**config.mk**
```make
export PLATFORM = sky130hd
export DESIGN_NAME = regbus_initiator
export DESIGN_NICKNAME = d
export VERILOG_FILES = /design/src/rtl/regbus_initiator.sv
export SDC_FILE = /design/constraint.sdc
export NUM_CORES = 1
export LEC_CHECK = 0
export CORE_MARGIN = 2
export CORE_UTILIZATION = 45
export DETAILED_ROUTE_END_ITERATION = 10
export PLACE_DENSITY = 0.95
export RECOVER_POWER = 25
export SLEW_MARGIN = 0
export SYNTH_ARGS = -nofsm -noshare
export SYNTH_HDL_FRONTEND = slang
export SYNTH_SLANG_ARGS = --single-unit
```
**constraint.sdc**
```tcl
create_clock -name clk -period 3.9 [get_ports clk]
set_input_delay 0.78 -clock clk [delete_from_list [all_inputs] [get_ports clk]]
set_output_delay 0.78 -clock clk [all_outputs]
set_load 0.05 [all_outputs]
```
**src/rtl/regbus_initiator.sv**
```systemverilog
// Purpose : parallel register-bus master; turns one valid/ready command into a cs/addr/data/wr-strobe bus cycle.
// Latency : write SETUP+PULSE+HOLD+2, read SETUP+READ+2 cycles between acceptances; rspValid pulses in RESP.
// Backpr. : cmdReady only in IDLE (one command in flight, nothing queued); the response has no backpressure.
// Ports   : clk/reset (sync, active-high); cmd* = command in; rsp* = completion; bus* / wr0..3 = register bus; busy = not IDLE.
module regbus_initiator #(
    parameter int SETUP_CYC = 2,
    parameter int PULSE_CYC = 2,
    parameter int HOLD_CYC  = 1,
    parameter int READ_CYC  = 3
) (
    input  logic        clk,
    input  logic        reset,
    input  logic        cmdValid,
    output logic        cmdReady,
    input  logic        cmdWrite,
    input  logic [11:0] cmdAddr,
    input  logic [31:0] cmdData,
    input  logic [3:0]  cmdBe,
    output logic        rspValid,
    output logic [31:0] rspData,
    output logic [11:0] busAddr,
    output logic [31:0] busDataOut,
    input  logic [31:0] busDataIn,
    output logic        busCs,
    output logic        wr0,
    output logic        wr1,
    output logic        wr2,
    output logic        wr3,
    output logic        busy
);

    if (SETUP_CYC < 1 || SETUP_CYC > 255 || PULSE_CYC < 1 || PULSE_CYC > 255 ||
        HOLD_CYC < 1 || HOLD_CYC > 255 || READ_CYC < 1 || READ_CYC > 255) begin : gParamCheck
        $error("regbus_initiator: timing parameters must lie in 1..255");
    end

    // Counter load values: a load of N-1 gives N cycles in the state.
    localparam logic [7:0] SETUP_LD = 8'(SETUP_CYC - 1);
    localparam logic [7:0] PULSE_LD = 8'(PULSE_CYC - 1);
    localparam logic [7:0] HOLD_LD  = 8'(HOLD_CYC - 1);
    localparam logic [7:0] READ_LD  = 8'(READ_CYC - 1);

    typedef enum logic [2:0] {IDLE, SETUP, STROBE, HOLD, RDWAIT, RESP} stateT;

    stateT       state, stateNext;
    logic [7:0]  cnt, cntNext;
    logic        opWrite, opWriteNext;
    logic [3:0]  opBe, opBeNext;
    logic [3:0]  wrQ, wrNext;
    logic        csNext;
    logic        cmdReadyNext;
    logic        rspValidNext;
    logic [31:0] rspDataNext;
    logic [11:0] busAddrNext;
    logic [31:0] busDataOutNext;

    // Every bus-facing output is the next-value of a flop computed here, so
    // the strobes the targets use as clocks never see combinational logic.
    always_comb begin
        stateNext      = state;
        cntNext        = cnt;
        opWriteNext    = opWrite;
        opBeNext       = opBe;
        wrNext         = 4'b0000;
        csNext         = busCs;
        rspValidNext   = 1'b0;
        rspDataNext    = rspData;
        busAddrNext    = busAddr;
        busDataOutNext = busDataOut;
        case (state)
            IDLE: begin
                if (cmdValid && cmdReady) begin
                    opWriteNext = cmdWrite;
                    opBeNext    = cmdBe;
                    busAddrNext = cmdAddr;
                    if (cmdWrite) begin
                        busDataOutNext = cmdData;
                    end
                    csNext    = 1'b1;
                    stateNext = SETUP;
                    cntNext   = SETUP_LD;
                end
            end
            SETUP: begin
                if (cnt == 8'd0) begin
                    if (opWrite) begin
                        stateNext = STROBE;
                        cntNext   = PULSE_LD;
                        wrNext    = opBe;
                    end else begin
                        stateNext = RDWAIT;
                        cntNext   = READ_LD;
                    end
                end else begin
                    cntNext = cnt - 8'd1;
                end
            end
            STROBE: begin
                // Strobes stay up while counting; they drop on the exit edge.
                if (cnt == 8'd0) begin
                    stateNext = HOLD;
                    cntNext   = HOLD_LD;
                end else begin
                    cntNext = cnt - 8'd1;
                    wrNext  = opBe;
                end
            end
            HOLD: begin
                if (cnt == 8'd0) begin
                    stateNext    = RESP;
                    csNext       = 1'b0;
                    rspValidNext = 1'b1;
                    rspDataNext  = 32'd0;
                end else begin
                    cntNext = cnt - 8'd1;
                end
            end
            RDWAIT: begin
                if (cnt == 8'd0) begin
                    stateNext    = RESP;
                    csNext       = 1'b0;
                    rspValidNext = 1'b1;
                    rspDataNext  = busDataIn;
                end else begin
                    cntNext = cnt - 8'd1;
                end
            end
            RESP: begin
                stateNext = IDLE;
            end
            default: begin
                stateNext = IDLE;
                csNext    = 1'b0;
            end
        endcase
        // Registered ready: high exactly while the FSM sits in IDLE, and low
        // for the first cycle after reset.
        cmdReadyNext = (stateNext == IDLE);
    end

    always_ff @(posedge clk) begin
        if (reset) begin
            state      <= IDLE;
            cnt        <= 8'd0;
            opWrite    <= 1'b0;
            opBe       <= 4'b0000;
            wrQ        <= 4'b0000;
            busCs      <= 1'b0;
            cmdReady   <= 1'b0;
            rspValid   <= 1'b0;
            rspData    <= 32'd0;
            busAddr    <= 12'd0;
            busDataOut <= 32'd0;
        end else begin
            state      <= stateNext;
            cnt        <= cntNext;
            opWrite    <= opWriteNext;
            opBe       <= opBeNext;
            wrQ        <= wrNext;
            busCs      <= csNext;
            cmdReady   <= cmdReadyNext;
            rspValid   <= rspValidNext;
            rspData    <= rspDataNext;
            busAddr    <= busAddrNext;
            busDataOut <= busDataOutNext;
        end
    end

    assign wr0  = wrQ[0];
    assign wr1  = wrQ[1];
    assign wr2  = wrQ[2];
    assign wr3  = wrQ[3];
    assign busy = (state != IDLE);

endmodule

```
==> run metrics, run 1 <==
smallest setup slack after layout 0.9445 ns; type of destination of the critical path output pin; number of global-route vias before repair 3619; Final Max Tran Viols 0; total overflow reported by the global router 0; number of endpoints failing setup at the final stage 0; crit share post-route 75.78%; Relative slew margins 9.111%; most frequent cells after synthesis sky130_fd_sc_hd__nand2_1 (102), sky130_fd_sc_hd__dfxtp_1 (99), sky130_fd_sc_hd__a21oi_1 (55); standard cell core area 8593 um^2; required time worst endpoint 3.12 ns; final weighted congestion in routability-driven placement 0.9087; MaxCap Viol Count 0; Bufs on Longest Clock Path 2; Die Span Y 97.38 um; maximum number of pins on one net before global-route repair 41; post-CTS sizing 0; Diodes inserted 0; wire length of the first global-routing pass 16750 um; average instance area after synthesis 8.938 um^2; Clock transition at path regs 0.10 ns; startpoint class of the critical path flip-flop; initial antenna violation count 0; DRT Pass-1 Iters 4; total clock sinks 99; number of nets in the synthesized netlist 525; Post-CTS Setup Repair Bufs 0; power density over the cells 584.1 nW/um^2; Total Die Area 9483 um^2; async set-or-reset flop fraction in the synthesized netlist 0%; Synthesis Warnings 0; routed via count divided by cell count 5.278; Max FO, Critical Path 15; measured slew at the worst slew-check pin 1.363 ns; Root Driver sky130_fd_sc_hd__clkbuf_8; ratio of cells with drive above 1 in the final layout 10.12%; worst hold path type reg -> reg; TritonCTS buffer count 9; Setup Crit Path Kind reg -> out; area growth from synthesis to final layout 46.65%; number of hold buffers added after CTS 0; effective utilization at floorplan 45.66%; register bit count reported by yosys 99; peak clock frequency supported by timing 338.4 MHz; library cell occupying the most area in the post-synthesis netlist sky130_fd_sc_hd__dfxtp_1; unrepaired setup endpoints after global routing false; via count 3700; run status complete, no violations; top routing layer used met4; CTS tree yes; total of buffers placed on input and output ports 167; Leakage Power 1.955 nW; starting DRC count in detailed routing 125; top post-synthesis cells by area sky130_fd_sc_hd__dfxtp_1 (51%), sky130_fd_sc_hd__nand2_1 (9.8%), sky130_fd_sc_hd__a22oi_2 (9.2%), sky130_fd_sc_hd__a21oi_1 (7.0%), sky130_fd_sc_hd__nor2_1 (3.9%); peak supply drop 0.2503 mV; drt wl/cell 14.64 um; data arrival time of the critical path 2.18 ns; Post-Synthesis Cells 439; post-route cell area 5754 um^2; setup slack at placement 1.362 ns; fin crit period 2.956 ns; DP Wirelength 7457 um; maximum level of the CTS H-tree 3; share of the yosys chip area belonging to registers 50.51%; Buf+Inv Stages, Crit Path 2; drt total wl 10270 um; number of library cell types mapped by synthesis 40; number of primary I/O pins 168; largest stage delay on the critical path 0.73 ns; cell area reported after detailed placement 5577 um^2; Die X-Extent 97.38 um; clock latency on the worst-skew pair 0.35 ns; Hold Violations, Final 0; portion of synthesized cell area occupied by the leading cell type 50.51%; Metal-1 WL 4231 um; Primary FF master, synth sky130_fd_sc_hd__dfxtp_1; total length of routed met3 wires 851 um; final antenna-violating net count 0; number of cell rows 34; Total Nets Final 674; Cell Chain, Critical Path nor3_1 > inv_1 > clkdlybuf4s50_1; overall fraction of global-route tracks in use 21.20%; delay-heaviest family, CP buffers and inverters; dominant cell by count in the synthesized netlist sky130_fd_sc_hd__nand2_1; worst clock skew on the final layout 0.01094 ns; detailed-route DRC error count 0; highest-delay cell along the critical path sky130_fd_sc_hd__clkdlybuf4s50_1; detailed route wirelength on metal2 5014 um; cell area after synthesis 3924 um^2; number of flops mapped to enable cells by yosys 0; Fin Setup TNS 0 ns
-- layout by cell type, fill, tap and decap left out, drive strengths merged, types with 2 or more instances in the layout --
master	Yosys	layout
nor3	3	3
or4b	3	3
inv	5	9
or3	3	3
a22oi	34	34
o21ai	5	5
a211oi	10	10
o211ai	2	2
nand3	5	5
a211o	3	3
o31ai	4	4
or4	5	5
nand2	102	102
and2	8	8
a21oi	55	55
buf	16	5
ha	2	2
nor2	41	41
or3b	2	2
nand4	3	3
clkdlybuf4s50	0	165
dfxtp	99	99
clkinvlp	0	2
clkbuf	18	10
-- cell type report --
class	count	area, um^2
Clock inverter	7	57.56
Tap cell	108	135.1
Clock buffer	9	123.9
Inverter	5	18.77
Sequential cell	99	1982
Fill cell	654	2839
Multi-Input combinational cell	301	1737
Timing Repair Buffer	172	1700
-- per-layer routing --
layer	GRT usage, %	up-vias
met5	0	-
met4	7.158	0
met3	6.403	13
met2	37.14	151
met1	24.65	1722
li1	-	1814
-- registers in the layout, summed over array words and instances, names as in the netlist --
register	flops
opWrite	1
busDataOut	32
cmdReady	1
opBe	4
cnt	8
busCs	1
wrQ	4
state	3
rspData	32
rspValid	1
busAddr	12
-- worst paths after layout --
check                  startpoint                           to  slack, ns  cells after the start
min reg2reg  opBe[0]$_SDFFE_PP0P_         opBe[0]$_SDFFE_PP0P_       0.46                      2
max           state[1]$_SDFF_PP0_                         busy       0.94                      3
max reg2reg   state[1]$_SDFF_PP0_  busDataOut[29]$_SDFFE_PP0P_       1.33                      5
min          opBe[0]$_SDFFE_PP0P_         opBe[0]$_SDFFE_PP0P_       0.46                      2
-- kinds of logic after synthesis --
| kind of cell | Yosys count | synth area share (%) |
|---|---|---|
| simple gates | 180 | 20.41 |
| buf+inv | 39 | 5.261 |
| fa+ha+maj | 2 | 0.6377 |
| compound gates | 119 | 23.18 |
| flops | 99 | 50.51 |
-- worst min-delay path: stages, from the launching register on --
cell and delay (ns):
sky130_fd_sc_hd__dfxtp_1 0.32, sky130_fd_sc_hd__nand2_1 0.05, sky130_fd_sc_hd__a21oi_1 0.05
-- through the flow --
step	utilization [%]	power (mW)	std cells	hold WS, ns
2_1_floorplan	-	2.359	439	0.4296
3_3_place_gp	64.90	2.720	685	0.4368
3_5_place_dp	64.90	2.767	685	0.4447
4_1_cts	67.01	3.381	701	0.4589
5_1_grt	66.96	3.560	701	0.4890
6_report	66.96	3.361	701	0.4585
-- report_power, final --
part / internal [mW] / total (mW) / switching (mW)
combinational: 0.536 / 1.47 / 0.936
sequential: 1.15 / 1.28 / 0.124
clock: 0.242 / 0.612 / 0.370
total: 1.93 / 3.36 / 1.43
(Power assumes the default switching activity.)
==> run 2, diff against run 1 <==
--- a/config.mk
+++ b/config.mk
@@ -6,9 +6,9 @@
 export NUM_CORES = 1
 export LEC_CHECK = 0
 export CORE_MARGIN = 2
-export CORE_UTILIZATION = 45
+export CORE_UTILIZATION = 42
 export DETAILED_ROUTE_END_ITERATION = 10
-export PLACE_DENSITY = 0.95
+export PLACE_DENSITY = 0.91
 export RECOVER_POWER = 25
 export SLEW_MARGIN = 0
 export SYNTH_ARGS = -nofsm -noshare
==> constraint.sdc (replaced) <==
create_clock -name clk -period 3 [get_ports clk]
set_input_delay 0.6 -clock clk [delete_from_list [all_inputs] [get_ports clk]]
set_output_delay 0.6 -clock clk [all_outputs]
set_load 0.05 [all_outputs]
==> run metrics, run 2 (synthesis gave the netlist of run 1 again) <==
multi-input gate area in the final layout 1737 um^2 (unchanged); total of buffers placed on input and output ports 167 (unchanged); worst clock skew on the final layout 0.01893 ns (was 0.01094 ns); registers with the highest flip-flop counts busDataOut: 32 flops, rspData: 32 flops, busAddr: 12 flops (unchanged); commonest cells after routing, fill and taps aside sky130_fd_sc_hd__clkdlybuf4s50_1 (166), sky130_fd_sc_hd__nand2_1 (102), sky130_fd_sc_hd__dfxtp_1 (99) (was sky130_fd_sc_hd__clkdlybuf4s50_1 (165), sky130_fd_sc_hd__nand2_1 (102), sky130_fd_sc_hd__dfxtp_1 (99)); required time worst endpoint 2.40 ns (was 3.12 ns); Die X-Extent 100.7 um (was 97.38 um); Register-to-Register Setup Slack 0.61 ns (was 1.33 ns); ratio of cells with drive above 1 in the final layout 10.27% (was 10.12%); largest stage delay on the critical path 0.73 ns (about the same); Die Span Y 100.7 um (was 97.38 um); final antenna-violating net count 0 (unchanged); FILL cells 731 (was 654); most common cell after layout, fill and taps aside sky130_fd_sc_hd__clkdlybuf4s50_1 (unchanged); peak supply drop 0.3688 mV (was 0.2503 mV); TritonCTS buffer count 9 (unchanged); clock latency on the worst-skew pair 0.35 ns (about the same); CTS tree yes (unchanged); Total Die Area 10130 um^2 (was 9483 um^2); Fin Setup TNS 0 ns (unchanged); DP Wirelength 7817 um (was 7457 um); Diodes inserted 0 (unchanged); routed via count divided by cell count 5.206 (was 5.278); proportion of power drawn by the clock network 17.4% (was 18.2%); Bufs on Longest Clock Path 2 (unchanged); number of global-route vias before repair 3648 (was 3619); wire length of the first global-routing pass 16910 um (was 16750 um); combinational share of power 44.6% (was 43.8%); measured slew at the worst slew-check pin 0.8916 ns (was 1.363 ns); effective utilization at floorplan 42.87% (was 45.66%); data arrival time of the critical path 2.09 ns (was 2.18 ns); Total Nets Final 676 (was 674); overall fraction of global-route tracks in use 20.64% (was 21.20%); crit share post-route 89.80%; smallest setup slack after layout 0.3061 ns (was 0.9445 ns); Leakage Power 1.964 nW (was 1.955 nW); number of hold buffers added after CTS 0 (unchanged); Setup Crit Path Kind reg -> out (unchanged); maximum level of the CTS H-tree 3 (unchanged); number of cell rows 35 (was 34); Post-CTS Setup Repair Bufs 0 (unchanged); post-CTS sizing 0 (unchanged); worst hold path type reg -> reg (unchanged); drt total wl 10780 um (was 10270 um); unrepaired setup endpoints after global routing false (unchanged); highest-delay cell along the critical path sky130_fd_sc_hd__clkdlybuf4s50_1 (unchanged); run status complete, no violations (unchanged); via count 3670 (was 3700); MaxCap Viol Count 0 (unchanged); switching component of the power 1.859 mW (was 1.430 mW); number of endpoints failing setup at the final stage 0 (unchanged); final weighted congestion in routability-driven placement 0.9506 (was 0.9087); type of destination of the critical path output pin (unchanged); detailed-route DRC error count 0 (unchanged); setup slack at placement 0.6245 ns (was 1.362 ns); Hold Violations, Final 0 (unchanged); Relative slew margins 40.53% (was 9.111%); Buf+Inv Stages, Crit Path 2 (unchanged); sequential cell area in the final layout 1982 um^2 (unchanged); fin crit period 2.694 ns; Final Max Tran Viols 0 (unchanged); peak clock frequency supported by timing 371.2 MHz; startpoint class of the critical path flip-flop (unchanged); Max FO, Critical Path 15 (unchanged); total clock sinks 99 (unchanged); number of primary I/O pins 168 (unchanged); power density over the cells 756.1 nW/um^2 (was 584.1 nW/um^2); Flop pwr share 38.0% (about the same); Clock transition at path regs 0.09 ns (was 0.10 ns); standard cell core area 9153 um^2 (was 8593 um^2); Cell Chain, Critical Path nor3_1 > inv_1 > clkdlybuf4s50_1 (unchanged); internal power summed over all cells 2.504 mW (was 1.931 mW); total overflow reported by the global router 0 (unchanged); area growth from synthesis to final layout 47.07% (was 46.65%); maximum number of pins on one net before global-route repair 37 (was 41); share of total power consumed by net switching 42.61% (was 42.56%); initial antenna violation count 0 (unchanged); DRT Pass-1 Iters 4 (unchanged); drt wl/cell 15.30 um (was 14.64 um); Root Driver sky130_fd_sc_hd__clkbuf_8 (unchanged); delay-heaviest family, CP buffers and inverters (unchanged); starting DRC count in detailed routing 170 (was 125)
==> run 2: area by class of cell <==
class | instances | share of cell area, %
clock buffers | 10 | 2.212
repair buffers | 174 | 29.97
inverters | 5 | 0.3252
well taps | 111 | 2.407
flip-flops and latches | 99 | 34.35
multi-input cells | 301 | 30.10
clock inverters | 5 | 0.6505
==> run 2: path summary, 6_finish.rpt <==
check | from | endpoint | cells past startpoint
worst max-delay path | state[1]$_SDFF_PP0_ | busy | 3
worst min-delay path | busDataOut[11]$_SDFFE_PP0P_ | busDataOut[11]$_SDFFE_PP0P_ | 2
worst max register to register | state[2]$_SDFF_PP0_ | cnt[1]$_SDFFE_PP0P_ | 4
worst min register to register | busDataOut[11]$_SDFFE_PP0P_ | busDataOut[11]$_SDFFE_PP0P_ | 2
==> run 2: worst min-delay path, cell delays in order, from the launching register on <==
cell and delay [ns]:
sky130_fd_sc_hd__dfxtp_1 0.32, sky130_fd_sc_hd__nand2_1 0.05, sky130_fd_sc_hd__a21oi_1 0.05
==> run 2: metal layers <==
metal  wire length, um  vias up  GRT usage (%)
met5                 0        -              0
met4               229        0          7.165
met3               988       18          6.796
met2              5268      145          35.54
met1              4296     1696          24.00
li1                  -     1811              -
==> run 2: power by group through the flow <==
stage,Clock [mW],Combinational [mW],Sequential [mW]
after floorplan,0,1.02,2.04
after global placement,0,1.87,1.67
after detailed placement,0,1.94,1.68
after CTS,0.784,1.95,1.66
after global routing,0.835,2.11,1.69
final,0.759,1.95,1.66
==> run 2: metrics by stage <==
| stage | cell area (um^2) | total power [mW] | util [%] | instances | hold WS (ns) |
|---|---|---|---|---|---|
| global placement | 5608 | 3.537 | 61.27 | 690 | 0.4369 |
| CTS | 5773 | 4.389 | 63.08 | 705 | 0.4590 |
| detailed placement | 5608 | 3.626 | 61.27 | 690 | 0.4462 |
| global route | 5771 | 4.629 | 63.05 | 705 | 0.4781 |
| floorplan | 3924 | 3.067 | - | 439 | 0.4296 |
| finish | 5771 | 4.363 | 63.05 | 705 | 0.4550 |
==> run 3, diff against run 2 <==
--- a/config.mk
+++ b/config.mk
@@ -7,6 +7,7 @@
 export LEC_CHECK = 0
 export CORE_MARGIN = 2
 export CORE_UTILIZATION = 42
+export CTS_CLUSTER_DIAMETER = 200
 export DETAILED_ROUTE_END_ITERATION = 10
 export PLACE_DENSITY = 0.91
 export RECOVER_POWER = 25
==> results of run 3 <==
The final DEF is identical to that of run 2; final timing and power are the same.
